$ cat config.mk
export PLATFORM = sky130hd
export DESIGN_NAME = echo_distance_cm
export DESIGN_NICKNAME = d
export VERILOG_FILES = /design/src/rtl/echo_distance_cm.sv
export SDC_FILE = /design/constraint.sdc
export NUM_CORES = 1
export LEC_CHECK = 0
export CORE_ASPECT_RATIO = 0.75
export CORE_MARGIN = 2
export CORE_UTILIZATION = 52
export CTS_CLUSTER_DIAMETER = 60
export DETAILED_ROUTE_END_ITERATION = 16
export PLACE_DENSITY_LB_ADDON = 0.05
export SLEW_MARGIN = 20
export SYNTH_ARGS = -nofsm -noshare
export SYNTH_HDL_FRONTEND = slang
export SYNTH_SLANG_ARGS = --single-unit
$ cat constraint.sdc
create_clock -name clk -period 2.6 [get_ports clk]
set_clock_uncertainty 0.1 [all_clocks]
set_input_delay 0.39 -clock clk [delete_from_list [all_inputs] [get_ports clk]]
set_output_delay 0.39 -clock clk [all_outputs]
set_load 0.05 [all_outputs]
$ cat src/rtl/echo_distance_cm.sv
// echo_distance_cm: captures echo_duration on each echo falling edge and converts
// it to whole centimetres with a 32-step restoring divider. Rev 1.0
`default_nettype none

module echo_distance_cm #(
  parameter int CYCLES_PER_CM = 2900,
  parameter int MAX_CM        = 400
) (
  input  logic        clk,
  input  logic        rst_n,
  input  logic        echo,
  input  logic [31:0] echo_duration,
  output logic [15:0] distance_cm,
  output logic        dist_valid,
  output logic        out_of_range,
  output logic        busy,
  output logic        overrun
);

  typedef enum logic [1:0] {
    IDLE  = 2'd0,
    LATCH = 2'd1,
    DIV   = 2'd2,
    DONE  = 2'd3
  } state_t;

  localparam logic [32:0] DIVISOR = 33'(CYCLES_PER_CM);
  localparam logic [31:0] MAX_Q   = 32'(MAX_CM);

  state_t      state;
  state_t      state_nx;
  logic        echo_d;
  logic        fall;
  logic [31:0] dividend;
  logic [31:0] quotient;
  logic [32:0] remainder;
  logic [4:0]  bit_cnt;
  logic [32:0] rem_shift;
  logic [32:0] rem_next;
  logic        q_bit;

  assign fall = echo_d & ~echo;

  // Dividend is shifted left each step, so its MSB is always the bit being brought down.
  always_comb begin
    rem_shift = 33'({remainder, dividend[31]});
    rem_next  = rem_shift;
    q_bit     = 1'b0;
    if (rem_shift >= DIVISOR) begin
      rem_next = rem_shift - DIVISOR;
      q_bit    = 1'b1;
    end
  end

  always_comb begin
    state_nx = state;
    busy     = (state != IDLE);
    case (state)
      IDLE:    if (fall) state_nx = LATCH;
      LATCH:   state_nx = DIV;
      DIV:     if (bit_cnt == 5'd0) state_nx = DONE;
      DONE:    state_nx = IDLE;
      default: state_nx = IDLE;
    endcase
  end

  always_ff @(posedge clk or negedge rst_n) begin
    if (!rst_n) begin
      state        <= IDLE;
      echo_d       <= 1'b0;
      dividend     <= '0;
      quotient     <= '0;
      remainder    <= '0;
      bit_cnt      <= '0;
      distance_cm  <= '0;
      out_of_range <= 1'b0;
      dist_valid   <= 1'b0;
      overrun      <= 1'b0;
    end else begin
      state      <= state_nx;
      echo_d     <= echo;
      dist_valid <= 1'b0;
      overrun    <= fall && (state != IDLE);
      case (state)
        LATCH: begin
          dividend  <= echo_duration;
          remainder <= '0;
          quotient  <= '0;
          bit_cnt   <= 5'd31;
        end
        DIV: begin
          dividend  <= {dividend[30:0], 1'b0};
          remainder <= rem_next;
          quotient  <= {quotient[30:0], q_bit};
          bit_cnt   <= bit_cnt - 5'd1;
        end
        DONE: begin
          dist_valid <= 1'b1;
          if (quotient > MAX_Q) begin
            distance_cm  <= MAX_Q[15:0];
            out_of_range <= 1'b1;
          end else begin
            distance_cm  <= quotient[15:0];
            out_of_range <= 1'b0;
          end
        end
        default: ;
      endcase
    end
  end

endmodule

`default_nettype wire
# Word-level counts from Yosys, hierarchy flattened

Index checks and enable logic that the tools add are counted.

Add/sub/neg operators: 2
$lt $le $gt $ge: 2
Equal/unequal tests: 5
Mux-type cells: 12
Bitwise logic cells: 2
Reduce and logical (&&, ||, !) cells: 6

Operator list:

| cell                                                                    | number |
|---|---|
| 32-bit case mux with 2 select lines                                     | 3 |
| 33-bit by 12-bit >= comparator with 1-bit output, second input constant | 1 |
| 32-bit by 9-bit > comparator with 1-bit output, second input constant   | 1 |
| 32-bit 2-to-1 mux                                                       | 1 |
| 32-bit by 12-bit subtractor with 32-bit output, second input constant   | 1 |
| 16-bit 2-to-1 mux                                                       | 1 |
| 5-bit case mux with 2 select lines                                      | 1 |
| 2-bit case mux with 4 select lines                                      | 1 |
| 5-bit logical NOT                                                       | 1 |
| 5-bit by 1-bit subtractor with 5-bit output, second input constant      | 1 |
| 2-bit == test, second input constant                                    | 2 |
| 2-bit 2-to-1 mux                                                        | 2 |
| 2-bit != test, second input constant                                    | 2 |
| 2-bit nonzero test                                                      | 2 |
| 1-bit 2-to-1 mux                                                        | 3 |
| 2-bit by 1-bit == test with 1-bit output, second input constant         | 1 |
| 2-bit logical NOT                                                       | 1 |
| 2-bit AND reduction                                                     | 1 |
| 1-bit AND                                                               | 1 |
| 1-bit logical AND                                                       | 1 |
| 1-bit NOT                                                               | 1 |

Flip-flop bits (word level): 123
Bits of input ports: 35
Output and inout port bits: 20
Word-level logic and storage cells: 39

# Logic depth before layout (Yosys ltp)

Gate-level depths: netlist (run 1).

Depth after elaboration: 4
Depth in mapped cells: 9
Depth with buffers taken out: 8

# Worst setup path after synthesis (run 1)

No wires, ideal clock.

Path type: reg-to-reg
From: register remainder[19]
To: register remainder[30]
Library setup time: 0.140 ns
Arrival time: 2.274 ns
Required time: 2.360 ns
Path slack: 0.086 ns
Cell stages (with the launch flop): 7
Buffers on the path: 0
Clock period less this slack: 2.514 ns
Cell sequence: dfrtp_1 -> or4_4 -> or4_4 -> or3_4 -> a2111oi_4 -> xnor2_1 -> o22ai_2

Cells in the longest elaborated chain, start to end: 3
Elaborated cells between the ends (all ways): 4
Classes of those cells: add/sub (1); order compare (1); mux (2)

Ends and longest elaborated chain:

| item                                                                                                                      | line   | RTL |
|---|---|---|
| start: declaration                                                                                                        | 36     | `logic [32:0] remainder;` |
| start signal: assignment                                                                                                  | 93     | `remainder <= rem_next;` |
| 32-bit by 12-bit subtractor with 32-bit output / 33-bit by 12-bit >= comparator with 1-bit output (equally long branches) | 50, 49 |  |
| 32-bit 2-to-1 mux (*)                                                                                                     | 49     | `if (rem_shift >= DIVISOR) begin` |
| 32-bit case mux with 2 select lines (*)                                                                                   | 84     | `case (state)` |

Every way passes the cells marked *; elsewhere a longest branch is shown, timed or not.
A chain may end at the register's enable or synchronous reset.

# Worst setup path after layout (run 1)

Ends and elaborated chain as after synthesis.

==> flow_summary.toml, run 1 <==
[outcome]
status = "complete, no violations"

[worst_setup_path]
start_kind = "flip-flop"
reg2regPathDepth = 6
worstSetupEndpointType = "flip-flop"
critPathKind = "flip-flop to flip-flop"
arrival_ns = 2.67
cp.required_ns = 2.78
path_max_fanout = 3

[floorplanning]
initial_core_util = 0.538
dieArea_sq_um = 12200
core_region_area_sq_um = 11000
io_pins = 55
die_x_um = 127
fp.dieH_um = 96.3
row_count = 33

[layout]
finalNetCount = 717
antenna_cells = 0
drive_gt1_frac = 0.127
mostFrequentLayoutCell = "dfrtp_1"
fillers = 870
syn_to_final_growth_pct = 26.6
mostFrequentLayoutCells = "dfrtp_1, inv_1, clkdlybuf4s50_1"
final_util = 0.681

[clock_tree]
cts-root-buf = "clkbuf_16"
insertion_delay_ns = 0.41
clock_sinks = 123
cts_tree = "built"
clk_pin_slew_worst_paths_ns = 0.06
cts_inserted_buffers = 17
cts_max_level = 4
cts.path.max_buffers = 2

[synthesis]
synth_flop_cell = "dfrtp_1"
synth_area_sq_um = 5910
async_flop_share = 1.00
seq_area_frac_synth = 0.521
synthesis.nets = 648
synthSimpleGateAreaFrac = 0.135
synth_fa_ha_area_frac = 0.0148
yosysTopAreaCellShare = 0.521
synth_xor_area_frac = 0.0371
synth_top_family_by_area = "compound AO/OA/AOI/OAI gates"
syn_avg_cell_area_sq_um = 9.75
synth_area_leaders = "dfrtp_1, mux2i_1, inv_1"
synth_warnings = 0
synth_seq_cells = 123
synth_edf_count = 0
synth_top_area_cell = "dfrtp_1"
muxShareOfSynthArea = 0.0578
yosysUniqueCellTypes = 51
synth_compound_area_frac = 0.164
netlist_instances = 606

[routing]
drc = 0
ant_nets = 0
wl_met1_um = 6140
dr_wl_met2_um = 5950
wl_um = 12700
first_iter_violations = 267
wire_per_inst_um = 15.3
vias = 4615
wl_met3_um = 455
drtPass1Iterations = 5
post_drt_via_cell_ratio = 5.59
top_layer_used = "met4"

[sta]
worst_pin_slew_ns = 0.535
fin_ws_ns = 0.113
setup_viol = 0
finalCriticalPeriod_ns = 2.49
slew_violations = 0
slew_headroom = 0.643
fmax_mhz = 402
hold_viol_final = 0
final.period_utilization = 0.957

[place]
place_congestion = 0.856
dp_hpwl_um = 8270
io_buffers = 54
dp_slack_ns = 0.0387

[global_route]
grt-ovfl-total = 0
antenna_found_initial = 0
grt_use_total = 0.220
grt_pass1_wl_um = 21600
grt_max_degree = 104
grt_pass1_vias = 4540

[pwr]
ir_worst_vdd_mv = 1.22
p_total_w = 0.0129
p_leak_nw = 3.14
power.density_nw_per_um2 = 1720

[worst_hold_path]
holdPathStages = 1
hp-class = "input port to flip-flop"

[job]
maxCapViolCount = 0
synth_stat cells (3+ instances only):
cell type,count
a2111oi_0,6
a21oi_1,48
a31o_2,6
buf_1,9
clkbuf_1,28
dfrtp_1,123
ha_1,7
inv_1,69
mux2i_1,33
nand2_1,13
nand3_1,39
nand3b_1,4
nand4_1,3
nor2_1,46
nor2b_1,16
nor3_1,5
nor4_1,10
o2111ai_1,4
o211ai_1,4
o21ai_0,45
o22a_1,3
o22ai_1,23
or2_2,3
or4_1,3
xnor2_1,22
xor2_1,3
final cells by class:
cell class                 count  area, sq um  share of cell area
clock inverter                13          240              0.0321
clock buffer                  17          425              0.0569
multi-input combinational    375         2460               0.329
inverter                      69          259              0.0346
tap                          140          175              0.0234
timing repair buffer          89          841               0.112
sequential                   123         3080               0.411
flip-flops by register name, indices dropped and copies added (netlist names):
| name | count |
|---|---|
| remainder | 32 |
| dist_valid | 1 |
| bit_cnt | 5 |
| dividend | 32 |
| out_of_range | 1 |
| quotient | 32 |
| echo_d | 1 |
| distance_cm | 16 |
| overrun | 1 |
| state | 2 |
per-layer routing:
layer / vias to the layer above / GRT usage
li1: 2256 / -
met1: 2249 / 0.306
met2: 95 / 0.350
met3: 15 / 0.0456
met4: 0 / 0.0668
met5: - / 0
per-stage QoR:
stage	TNS [ns]	std cells	area [sq um]	hold slack, ns
after global routing	-0.0156	826	7480	0.372
after detailed placement	0	793	6770	0.306
after floorplan	0	606	5910	-0.00559
final	0	826	7480	0.374
after global placement	0	793	6770	0.304
after CTS	0	824	7450	0.374
final timing paths:
kind                                       from         endpoint  slack, ns
min in group asynchronous                 rst_n  distance_cm[11]       0.41
worst max register to register    remainder[19]    remainder[30]       0.11
worst min register to register  distance_cm[10]  distance_cm[10]       0.40
max in group asynchronous                 rst_n     dividend[11]       1.20
worst min-delay path                       echo           echo_d       0.37
worst max-delay path              remainder[19]    remainder[30]       0.11
worst max-delay path, cell delays in order (launching register included):
cell       delay (ns)
dfrtp_1          0.38
or4_4            0.56
or4_4            0.50
or3_4            0.35
a2111oi_4        0.22
xnor2_1          0.18
o22ai_2          0.08
cell families after synthesis:
family / Yosys count
and+or+nand+nor: 154
xor gates and xnor gates: 25
DFF: 123
AOI/OAI and AO/OA: 155
muxes: 34
adders and majority gates: 7
buffers and inverters: 108
power by group:
group	internal [W]	total (W)	switching [W]	leakage, nW
clock	0.00180	0.00268	0.000878	0.320
combinational	0.00358	0.00753	0.00395	1.24
sequential	0.00237	0.00264	0.000275	1.58
total	0.00775	0.0129	0.00510	3.14
what timing repair did:
item | 4_1_cts | 5_1_grt
endpoints found under the hold margin | 40 | 0
hold buffers | 1 | 0
endpoints found under the setup margin | 0 | 16
gates resized for setup | 0 | 7
buffers inserted | 0 | 2
Power figures use the tool's default switching activity.
==> run 2: changes to the inputs <==
--- a/config.mk
+++ b/config.mk
@@ -8,10 +8,11 @@
 export CORE_ASPECT_RATIO = 0.75
 export CORE_MARGIN = 2
 export CORE_UTILIZATION = 52
+export CTS_BUF_LIST = sky130_fd_sc_hd__clkbuf_16
 export CTS_CLUSTER_DIAMETER = 60
 export DETAILED_ROUTE_END_ITERATION = 16
 export PLACE_DENSITY_LB_ADDON = 0.05
-export SLEW_MARGIN = 20
+export SETUP_SLACK_MARGIN = 0.15
 export SYNTH_ARGS = -nofsm -noshare
 export SYNTH_HDL_FRONTEND = slang
 export SYNTH_SLANG_ARGS = --single-unit
==> flow_summary.toml, run 2 (synthesis gave the netlist of run 1 again) <==
[global_route]
grt_pass1_vias = 4498
grt-ovfl-total = 0
grt_pass1_wl_um = 21200
use_met3 = 0.0478
gr-usage-met1 = 0.307
grt_use_total = 0.219
grt_max_degree = 63
use_met2 = 0.336
antenna_found_initial = 0
top_usage_layer = "met2"

[worst_setup_path]
r2r-start = "remainder[20]"
critPathKind = "flip-flop to flip-flop"
crit_slowest_cell = "or4_4"
cpLargestDelayFamily = "simple AND/OR/NAND/NOR gates"
path_buf_inv = 0
worstSetupEndpointType = "flip-flop"
r2r_end = "remainder[30]"
arrival_ns = 2.68
crit_path_max_incr_delay_ns = 0.56
rrSetupSlack_ns = 0.11
start_kind = "flip-flop"
path_max_fanout = 3
crit_cells = 6
startpoint = "remainder[20]"
cp-endpoint = "remainder[30]"
reg2regPathDepth = 6
path_cells = "or4_4 -> or4_4 -> or3_4 -> a2111oi_4 -> xnor2_1 -> o22ai_2"
worst_path_most_repeated_cell = "or4_4"
cp.required_ns = 2.79

[clock_tree]
insertion_delay_ns = 0.42
clock_sinks = 123
cts_tree = "built"
clk_pin_slew_worst_paths_ns = 0.06
cts.path.max_buffers = 2
cts_inserted_buffers = 17
cts_max_level = 4
cts-root-buf = "clkbuf_16"

[floorplanning]
initial_core_util = 0.538
dieArea_sq_um = 12200
io_pins = 55
core_region_area_sq_um = 11000
die_x_um = 127
row_count = 33
fp.dieH_um = 96.3

[pwr]
switchingPower_w = 0.00510
swShare = 0.407
pwr-share-seq = 0.213
power.density_nw_per_um2 = 1690
pwr-share-clk = 0.170
comb_power_share = 0.617
ir_worst_vdd_mv = 1.28
p_leak_nw = 3.12
power.internal_w = 0.00741

[routing]
ant_nets = 0
drtPass1Iterations = 5
wire_per_inst_um = 15.0
wl_um = 12400
vias = 4570
drc = 0
post_drt_via_cell_ratio = 5.51
first_iter_violations = 387

[place]
io_buffers = 54
dp_hpwl_um = 8130
dp_slack_ns = 0.0982
place_congestion = 0.830

[layout]
syn_to_final_growth_pct = 25.5
mostFrequentLayoutCell = "dfrtp_1"
reg_top3 = "dividend: 32 flops, quotient: 32 flops, remainder: 32 flops"
antenna_cells = 0
mostFrequentLayoutCells = "dfrtp_1, inv_1, clkdlybuf4s50_1"
finalNetCount = 719
drive_gt1_frac = 0.135

[sta]
setup_viol = 0
hold_ws_ns = 0.337
final.period_utilization = 0.957
slew_violations = 0
rsz0062_at_grt = "yes"
slew_headroom = 0.581
fmax_mhz = 402
hold_viol_final = 0
setup_tns_ns = 0
finalCriticalPeriod_ns = 2.49
worst_pin_slew_ns = 0.628
fin_ws_ns = 0.111

[outcome]
status = "complete, no violations"

[worst_hold_path]
min_from = "echo"
hp-class = "input port to flip-flop"

[job]
maxCapViolCount = 0
run 2: cell type report:
type                       count  area, sq um
clock inverter                15          110
timing repair buffer          91          871
sequential                   123         3080
tap                          140          175
clock buffer                  17          425
inverter                      69          259
multi-input combinational    375         2500
fill                         858         3570
run 2: timing repair:
item,in CTS,in global routing
buffers inserted,2,4
pin swaps,2,5
hold buffers,1,0
setup endpoints to repair,9,21
hold endpoints to repair,45,0
gates resized for setup,1,17
run 2: worst min path at each step:
stage | end | slack, ns | depth (start not counted)
floorplan | bit_cnt[0] | -0.006 | 0
detailed placement | distance_cm[6] | 0.36 | 1
CTS | echo_d | 0.33 | 1
global route | echo_d | 0.35 | 1
global placement | dist_valid | 0.35 | 1
finish | echo_d | 0.34 | 1
run 2: routing by layer:
metal  share of wire  vias to the layer above  wire length (um)
li1                -                     2261                 -
met1            0.48                     2226              6020
met3           0.036                        6               445
met4          0.0068                        0                85
met2            0.47                       77              5870
met5               0                        -                 0
run 2: power by group through the flow:
stage	sequential (W)	combinational (W)	clock (W)
floorplan	0.00275	0.00532	0
global placement	0.00266	0.00708	0
detailed placement	0.00268	0.00721	0
CTS	0.00265	0.00728	0.00217
global route	0.00271	0.00851	0.00226
finish	0.00266	0.00773	0.00213
run 2: per-stage QoR:
step	total power (W)	instance area [sq um]	utilization	cells
2_1_floorplan	0.00807	5910	-	606
3_3_place_gp	0.00974	6770	0.616	791
3_5_place_dp	0.00988	6770	0.616	791
4_1_cts	0.0121	7330	0.668	826
5_1_grt	0.0135	7420	0.675	830
6_report	0.0125	7420	0.675	830
run 2: worst register-to-register path: stages, from the launching register on:
cell and delay [ns]:
dfrtp_1 0.38, or4_4 0.56, or4_4 0.50, or3_4 0.35, a2111oi_4 0.21, xnor2_1 0.17
o22ai_2 0.08
